## src/rtl/agu_pkg.sv

```systemverilog
// Shared constants and state encoding for the split-beat address-generation stage.
package agu_pkg;

  localparam int unsigned OP_STORE = 3;

  localparam logic [1:0] SZ_BYTE = 2'b00;
  localparam logic [1:0] SZ_HALF = 2'b01;
  localparam logic [1:0] SZ_WORD = 2'b10;
  localparam logic [1:0] SZ_ILL  = 2'b11;

  localparam logic [3:0] EXC_LD_MISALIGN = 4'd4;
  localparam logic [3:0] EXC_ST_MISALIGN = 4'd6;

  localparam logic [1:0] PART_SINGLE = 2'b00;
  localparam logic [1:0] PART_LO     = 2'b01;
  localparam logic [1:0] PART_HI     = 2'b11;

  typedef enum logic {
    ST_IDLE  = 1'b0,
    ST_SPLIT = 1'b1
  } agu_state_e;

  // Unshifted byte-enable pattern for an access size (illegal size yields a full word).
  function automatic logic [3:0] size_mask(input logic [1:0] sz);
    case (sz)
      SZ_BYTE: size_mask = 4'h1;
      SZ_HALF: size_mask = 4'h3;
      SZ_WORD: size_mask = 4'hF;
      default: size_mask = 4'hF;
    endcase
  endfunction

endpackage

```

## src/rtl/agu_split_skdbf.sv

```systemverilog
// One-entry skid buffer: the head is the live input when empty, else the held entry.
module skdbf #(
  parameter int unsigned W = 80
) (
  input  logic         i_clk,
  input  logic         i_rst_n,
  input  logic         i_flush,
  input  logic         i_vld,
  output logic         o_busy,
  input  logic [W-1:0] i_data,
  output logic         o_vld_c,
  output logic [W-1:0] o_data_c,
  input  logic         i_pop
);

  logic         r_full;
  logic [W-1:0] r_data;

  assign o_busy   = r_full;
  assign o_vld_c  = r_full | i_vld;
  assign o_data_c = r_full ? r_data : i_data;

  always_ff @(posedge i_clk or negedge i_rst_n) begin
    if (!i_rst_n) begin
      r_full <= 1'b0;
      r_data <= '0;
    end else if (i_flush) begin
      r_full <= 1'b0;
    end else if (r_full) begin
      if (i_pop) r_full <= 1'b0;
    end else if (i_vld && !i_pop) begin
      r_full <= 1'b1;
      r_data <= i_data;
    end
  end

endmodule

```

## src/rtl/agu_split.sv

```systemverilog
// Address generation with byte masks, shifted store data and two-beat splitting of
// word-crossing accesses; faults raise a one-cycle misaligned exception.
module agu_split
  import agu_pkg::*;
#(
  parameter int unsigned ROB_W    = 6,
  parameter int unsigned PREG_W   = 6,
  parameter int unsigned IO_BIT   = 31,
  parameter int unsigned SPLIT_EN = 1
) (
  input  logic              cpu_clock_i,
  input  logic              cpu_resetn_i,
  input  logic              flush_i,
  input  logic              lsu_vld_i,
  output logic              lsu_busy_o,
  input  logic [ROB_W-1:0]  lsu_rob_i,
  input  logic [3:0]        lsu_op_i,
  input  logic [31:0]       lsu_data_i,
  input  logic [31:0]       lsu_addr_i,
  input  logic [PREG_W-1:0] lsu_dest_i,
  input  logic              lq_full_i,
  input  logic              enqueue_full_i,
  output logic              lq_valid_o,
  output logic [31:0]       lq_addr_o,
  output logic [2:0]        lq_ld_type_o,
  output logic [PREG_W-1:0] lq_dest_o,
  output logic [ROB_W-1:0]  lq_rob_o,
  output logic [1:0]        lq_part_o,
  output logic              enqueue_en_o,
  output logic [29:0]       enqueue_address_o,
  output logic [31:0]       enqueue_data_o,
  output logic [3:0]        enqueue_bm_o,
  output logic              enqueue_io_o,
  output logic [ROB_W-1:0]  enqueue_rob_o,
  output logic [29:0]       conflict_address_o,
  output logic [3:0]        conflict_bm_o,
  output logic              excp_valid,
  output logic [31:0]       excp_pc,
  output logic [3:0]        excp_code_o,
  output logic [ROB_W-1:0]  excp_rob
);

  localparam int unsigned PL_W     = ROB_W + 4 + 32 + 32 + PREG_W;
  localparam logic        L_SPLIT  = 1'(SPLIT_EN != 0);

  logic              w_h_vld;
  logic [PL_W-1:0]   w_head;
  logic [ROB_W-1:0]  w_h_rob;
  logic [3:0]        w_h_op;
  logic [31:0]       w_h_data;
  logic [31:0]       w_h_addr;
  logic [PREG_W-1:0] w_h_dest;
  logic              w_pop;

  skdbf #(.W(PL_W)) u_skdbf (
    .i_clk    (cpu_clock_i),
    .i_rst_n  (cpu_resetn_i),
    .i_flush  (flush_i),
    .i_vld    (lsu_vld_i),
    .o_busy   (lsu_busy_o),
    .i_data   ({lsu_rob_i, lsu_op_i, lsu_data_i, lsu_addr_i, lsu_dest_i}),
    .o_vld_c  (w_h_vld),
    .o_data_c (w_head),
    .i_pop    (w_pop)
  );

  assign {w_h_rob, w_h_op, w_h_data, w_h_addr, w_h_dest} = w_head;

  // Mask/shift of the head op, computed once and sliced per beat.
  logic        w_adv;
  logic        w_store;
  logic [1:0]  w_size;
  logic [6:0]  w_m7;
  logic [55:0] w_d56;
  logic        w_cross;
  logic [29:0] w_word;
  logic [29:0] w_word_p1;
  logic        w_fault;

  assign w_adv     = !lq_full_i && !enqueue_full_i;
  assign w_store   = w_h_op[OP_STORE];
  assign w_size    = w_h_op[1:0];
  assign w_m7      = {3'b000, size_mask(w_size)} << w_h_addr[1:0];
  assign w_d56     = {24'h0, w_h_data} << {w_h_addr[1:0], 3'b000};
  assign w_cross   = |w_m7[6:4];
  assign w_word    = w_h_addr[31:2];
  assign w_word_p1 = w_word + 30'd1;
  assign w_fault   = (w_cross && (!L_SPLIT || w_h_addr[IO_BIT] || (&w_word)))
                   || (w_size == SZ_ILL);

  agu_state_e  r_state;
  agu_state_e  w_state_nxt;
  logic        w_beat;
  logic        w_excp;
  logic [29:0] w_b_word;
  logic [3:0]  w_b_bm;
  logic [31:0] w_b_data;
  logic [31:0] w_b_addr;
  logic [1:0]  w_b_part;

  always_ff @(posedge cpu_clock_i or negedge cpu_resetn_i) begin
    if (!cpu_resetn_i) r_state <= ST_IDLE;
    else               r_state <= w_state_nxt;
  end

  // Next state, pop and the beat to issue this cycle.
  always_comb begin
    w_state_nxt = r_state;
    w_pop       = 1'b0;
    w_beat      = 1'b0;
    w_excp      = 1'b0;
    w_b_word    = w_word;
    w_b_bm      = w_m7[3:0];
    w_b_data    = w_d56[31:0];
    w_b_addr    = w_h_addr;
    w_b_part    = PART_SINGLE;
    if (flush_i) begin
      w_state_nxt = ST_IDLE;
    end else if (w_h_vld && w_adv) begin
      case (r_state)
        ST_IDLE: begin
          if (w_fault) begin
            w_pop  = 1'b1;
            w_excp = 1'b1;
          end else if (w_cross) begin
            w_beat      = 1'b1;
            w_b_part    = PART_LO;
            w_state_nxt = ST_SPLIT;
          end else begin
            w_beat = 1'b1;
            w_pop  = 1'b1;
          end
        end
        ST_SPLIT: begin
          w_beat      = 1'b1;
          w_pop       = 1'b1;
          w_b_word    = w_word_p1;
          w_b_bm      = {1'b0, w_m7[6:4]};
          w_b_data    = {8'h00, w_d56[55:32]};
          w_b_addr    = {w_word_p1, 2'b00};
          w_b_part    = PART_HI;
          w_state_nxt = ST_IDLE;
        end
        default: w_state_nxt = ST_IDLE;
      endcase
    end
  end

  logic              r_lq_valid;
  logic [31:0]       r_lq_addr;
  logic [2:0]        r_lq_type;
  logic [PREG_W-1:0] r_lq_dest;
  logic [ROB_W-1:0]  r_lq_rob;
  logic [1:0]        r_lq_part;
  logic              r_enq_en;
  logic [29:0]       r_enq_addr;
  logic [31:0]       r_enq_data;
  logic [3:0]        r_enq_bm;
  logic              r_enq_io;
  logic [ROB_W-1:0]  r_enq_rob;
  logic [29:0]       r_cf_addr;
  logic [3:0]        r_cf_bm;
  logic              r_excp_valid;
  logic [31:0]       r_excp_pc;
  logic [3:0]        r_excp_code;
  logic [ROB_W-1:0]  r_excp_rob;

  // Output registers: valids hold under their own full, payloads change only on a new beat.
  always_ff @(posedge cpu_clock_i or negedge cpu_resetn_i) begin
    if (!cpu_resetn_i) begin
      r_lq_valid   <= 1'b0;
      r_lq_addr    <= '0;
      r_lq_type    <= '0;
      r_lq_dest    <= '0;
      r_lq_rob     <= '0;
      r_lq_part    <= '0;
      r_enq_en     <= 1'b0;
      r_enq_addr   <= '0;
      r_enq_data   <= '0;
      r_enq_bm     <= '0;
      r_enq_io     <= 1'b0;
      r_enq_rob    <= '0;
      r_cf_addr    <= '0;
      r_cf_bm      <= '0;
      r_excp_valid <= 1'b0;
      r_excp_pc    <= '0;
      r_excp_code  <= '0;
      r_excp_rob   <= '0;
    end else if (flush_i) begin
      r_lq_valid   <= 1'b0;
      r_enq_en     <= 1'b0;
      r_excp_valid <= 1'b0;
    end else begin
      r_excp_valid <= w_excp;
      if (w_excp) begin
        r_excp_pc   <= w_h_addr;
        r_excp_code <= w_store ? EXC_ST_MISALIGN : EXC_LD_MISALIGN;
        r_excp_rob  <= w_h_rob;
      end
      if (w_beat && !w_store) begin
        r_lq_valid <= 1'b1;
        r_lq_addr  <= w_b_addr;
        r_lq_type  <= w_h_op[2:0];
        r_lq_dest  <= w_h_dest;
        r_lq_rob   <= w_h_rob;
        r_lq_part  <= w_b_part;
        r_cf_addr  <= w_b_word;
        r_cf_bm    <= w_b_bm;
      end else if (!lq_full_i) begin
        r_lq_valid <= 1'b0;
      end
      if (w_beat && w_store) begin
        r_enq_en   <= 1'b1;
        r_enq_addr <= w_b_word;
        r_enq_data <= w_b_data;
        r_enq_bm   <= w_b_bm;
        r_enq_io   <= w_h_addr[IO_BIT];
        r_enq_rob  <= w_h_rob;
      end else if (!enqueue_full_i) begin
        r_enq_en <= 1'b0;
      end
    end
  end

  assign lq_valid_o         = r_lq_valid;
  assign lq_addr_o          = r_lq_addr;
  assign lq_ld_type_o       = r_lq_type;
  assign lq_dest_o          = r_lq_dest;
  assign lq_rob_o           = r_lq_rob;
  assign lq_part_o          = r_lq_part;
  assign enqueue_en_o       = r_enq_en;
  assign enqueue_address_o  = r_enq_addr;
  assign enqueue_data_o     = r_enq_data;
  assign enqueue_bm_o       = r_enq_bm;
  assign enqueue_io_o       = r_enq_io;
  assign enqueue_rob_o      = r_enq_rob;
  assign conflict_address_o = r_cf_addr;
  assign conflict_bm_o      = r_cf_bm;
  assign excp_valid         = r_excp_valid;
  assign excp_pc            = r_excp_pc;
  assign excp_code_o        = r_excp_code;
  assign excp_rob           = r_excp_rob;

endmodule

```

## config.mk

```make
export PLATFORM = sky130hd
export DESIGN_NAME = agu_split
export DESIGN_NICKNAME = d
export VERILOG_FILES = /design/src/rtl/agu_pkg.sv /design/src/rtl/agu_split_skdbf.sv /design/src/rtl/agu_split.sv
export SDC_FILE = /design/constraint.sdc
export NUM_CORES = 1
export LEC_CHECK = 0
export CORE_MARGIN = 1.5
export CORE_UTILIZATION = 51
export DETAILED_ROUTE_END_ITERATION = 7
export PLACE_DENSITY = 0.78
export SYNTH_ARGS = -nofsm -noshare
export SYNTH_HDL_FRONTEND = slang
export SYNTH_SLANG_ARGS = --single-unit
```

## constraint.sdc

```tcl
create_clock -name cpu_clock_i -period 3.35 [get_ports cpu_clock_i]
set_input_delay 0.5025 -clock cpu_clock_i [delete_from_list [all_inputs] [get_ports cpu_clock_i]]
set_output_delay 0.5025 -clock cpu_clock_i [all_outputs]
set_load 0.05 [all_outputs]
```

==> flow_summary.toml <==
[cts]
cts_resized = 0
clockRootBuffer = "clkbuf_16"
cts_tree = "done"
clkLatencyLatePin_ps = 540
htree_num_levels = 1
cts_buffer_depth = 3
path_clk_slew_ps = 60
cts_made_buffers = 27
cts.sinks = 251

[synth]
synthMuxAreaShare = 0.228
synth_top_family_by_area = "multiplexers"
syn_area_per_cell_sq_um = 11.6
synth_area_leader_cell = "dfrtp_1"
synth-adder-area-share = 0.000990
yosys-top-cells-area = "dfrtp_1 50%, mux2_2 16%, mux2i_1 6.3%"
ys_ff_latch = 251
synth-seq-area-share = 0.497
synth-edff-count = 0
synth_area_sq_um = 12600
synthXorXnorAreaFrac = 0.00970
synthCells = 1088
ys.warnings.count = 0
synth_top_area_frac = 0.497
synth-main-ff-cell = "dfrtp_1"
synth_compound_area_frac = 0.138
async_flop_share = 1.00
ys_types = 62
synthSimpleGateAreaFrac = 0.0718

[setup_path]
startpoint_type = "flip-flop"
cp.arrival_ps = 3430
path_cells = "buf_12, or2_2, and4_1, nand4_1, o31a_1, o31ai_1"
cp.required_ps = 3780
worst-setup-path-type = "flip-flop to flip-flop"
reg2reg_from = "u_skdbf.o_busy"
slowest_stage = "dfrtp_4"
critPathMaxStageDelay_ps = 780
r2r_end = "enqueue_address_o[26]"
critPathMaxFanout = 47
r2r_cells = 6
reg2reg_slack_ps = 340
end_kind = "flip-flop"

[worst_hold_path]
hold_class = "flip-flop to flip-flop"
whs_path_depth = 1
min_from = "excp_code_o[2]"
holdPathEnd = "excp_code_o[2]"

[floorplan]
die_h_microns = 160
coreArea_sq_um = 24300
initial_core_util = 0.520
rows = 57
top_level_ports = 288
die_x_microns = 160
dieArea_sq_um = 25700

[place]
dp_slack_ps = 194
port_buffers = 285
place.gp.congestion = 0.875
dp_hpwl_microns = 24500

[routing]
via_per_inst = 5.90
wl_microns = 34600
vias = 9903
first_iter_violations = 617
dr.pass1.iters = 5
drc = 0
drt.antenna.violating_nets = 0
drt-wirelength-per-cell_microns = 20.6

[layout]
final_common_cell = "clkdlybuf4s50_1"
nFillCells = 1818
layout-drive-gt1-share = 0.210
ff_latch_area_sq_um = 6280
area_growth_syn_to_layout_pct = 31.4
layout_common_cells = "284 x clkdlybuf4s50_1, 250 x dfrtp_1, 176 x mux2_2"
multi_input_area_sq_um = 5710
final_nets = 1423

[timing]
rsz0062_at_grt = "no"
tns_ps = 0
finalSetupViolCount = 0
min_period_ps = 3010
layout_setup_ws_ps = 343
maxClockFrequency_mhz = 333
worst_slew_pin_slew_ps = 665
fin_crit_sh = 0.898
hold_violations = 0
maxSlewViolCount = 0
skew_ps = 16.7
slew_headroom = 0.556

[global_routing]
overflow = 0
grt_pass1_vias = 9762
grt_max_degree = 81
grtUsageTotal = 0.266
antenna_found_initial = 3
grt_pass1_wl_microns = 54200

[power]
p_total_mw = 16.2
peakVddDrop_mv = 0.654
p_leak_nw = 6.78
power_density_nw_per_um2 = 974

[run]
maxCapViolCount = 0

[run_status]
status = "complete, no violations"
[per-layer routing]
layer,share of wire,vias up,track usage
met1,0.42,4960,0.352
met5,0,-,0
met2,0.48,379,0.435
li1,-,4489,-
met3,0.063,75,0.0449
met4,0.038,0,0.107
[flip-flops by register name, summed over array words and instances, names as in the netlist, 2 cells and up]
signal             flops
u_skdbf.r_data        80
enqueue_data_o        32
excp_pc               32
lq_addr_o             32
enqueue_address_o     30
enqueue_rob_o          6
excp_rob               6
lq_dest_o              6
lq_rob_o               6
conflict_bm_o          4
enqueue_bm_o           4
lq_ld_type_o           3
excp_code_o            2
lq_part_o              2
[Yosys cell counts, drive strengths merged (5+ instances only)]
master  instances
dfrtp         251
mux2          182
o21ai         125
mux2i          82
buf            71
nand2          56
o31ai          41
clkbuf         40
a21oi          26
o22ai          18
a211oi         17
nand3          17
nand4          15
nor2b          13
nor2           11
nor3           11
a22oi          10
nand3b         10
xor2           10
o22a            8
nor4            7
o31a            7
inv             6
or2             5
[what timing repair did]
item,4_1_cts,5_1_grt
hold buffers,1,0
setup endpoints to repair,0,5
buffers inserted,0,1
hold endpoints to repair,55,0
[how the worst max path moves through the flow]
stage	start	to	slack, ps	depth (start not counted)
final	u_skdbf.o_busy	enqueue_address_o[26]	340	6
after global routing	u_skdbf.o_busy	enqueue_address_o[26]	150	6
after CTS	u_skdbf.o_busy	enqueue_address_o[26]	160	6
after detailed placement	u_skdbf.o_busy	enqueue_address_o[26]	190	6
after global placement	enqueue_full_i	enqueue_address_o[26]	280	8
after floorplan	u_skdbf.o_busy	enqueue_address_o[4]	620	11
[per-stage QoR]
stage / area (sq um) / util / cells / hold slack (ps)
2_1_floorplan: 12600 / - / 1089 / 207
3_3_place_gp: 15700 / 0.645 / 1629 / 461
3_5_place_dp: 15700 / 0.645 / 1629 / 464
4_1_cts: 16600 / 0.682 / 1676 / 482
5_1_grt: 16600 / 0.683 / 1679 / 500
6_report: 16600 / 0.683 / 1679 / 473
[critical path, delay by kind of cell, from the launching register on]
family | cells | cell delay, ps
flip-flops | 1 | 780
buffers and inverters | 1 | 310
AO/OA/AOI/OAI | 2 | 660
AND/OR/NAND/NOR | 3 | 1140
[logic make-up after synthesis]
| family | after synthesis |
|---|---|
| adders and majority gates | 1 |
| xor gates and xnor gates | 14 |
| and+or+nand+nor | 163 |
| AOI/OAI and AO/OA | 276 |
| muxes | 264 |
| DFF | 251 |
| buffers and inverters | 118 |
| other | 1 |
[layout make-up]
type                            count  area share
Clock inverter                      9     0.00603
Multi-Input combinational cell    720       0.344
Clock buffer                       37      0.0472
Sequential cell                   251       0.379
Antenna cell                        2    0.000301
Tap cell                          324      0.0244
Inverter                            7     0.00158
Timing Repair Buffer              329       0.198
[where the power goes]
part	internal [mW]	switching (mW)
Clock	1.77	1.20
Sequential	4.18	0.808
Combinational	2.87	5.33
Total	8.82	7.34
Power figures use the tool's default switching activity.
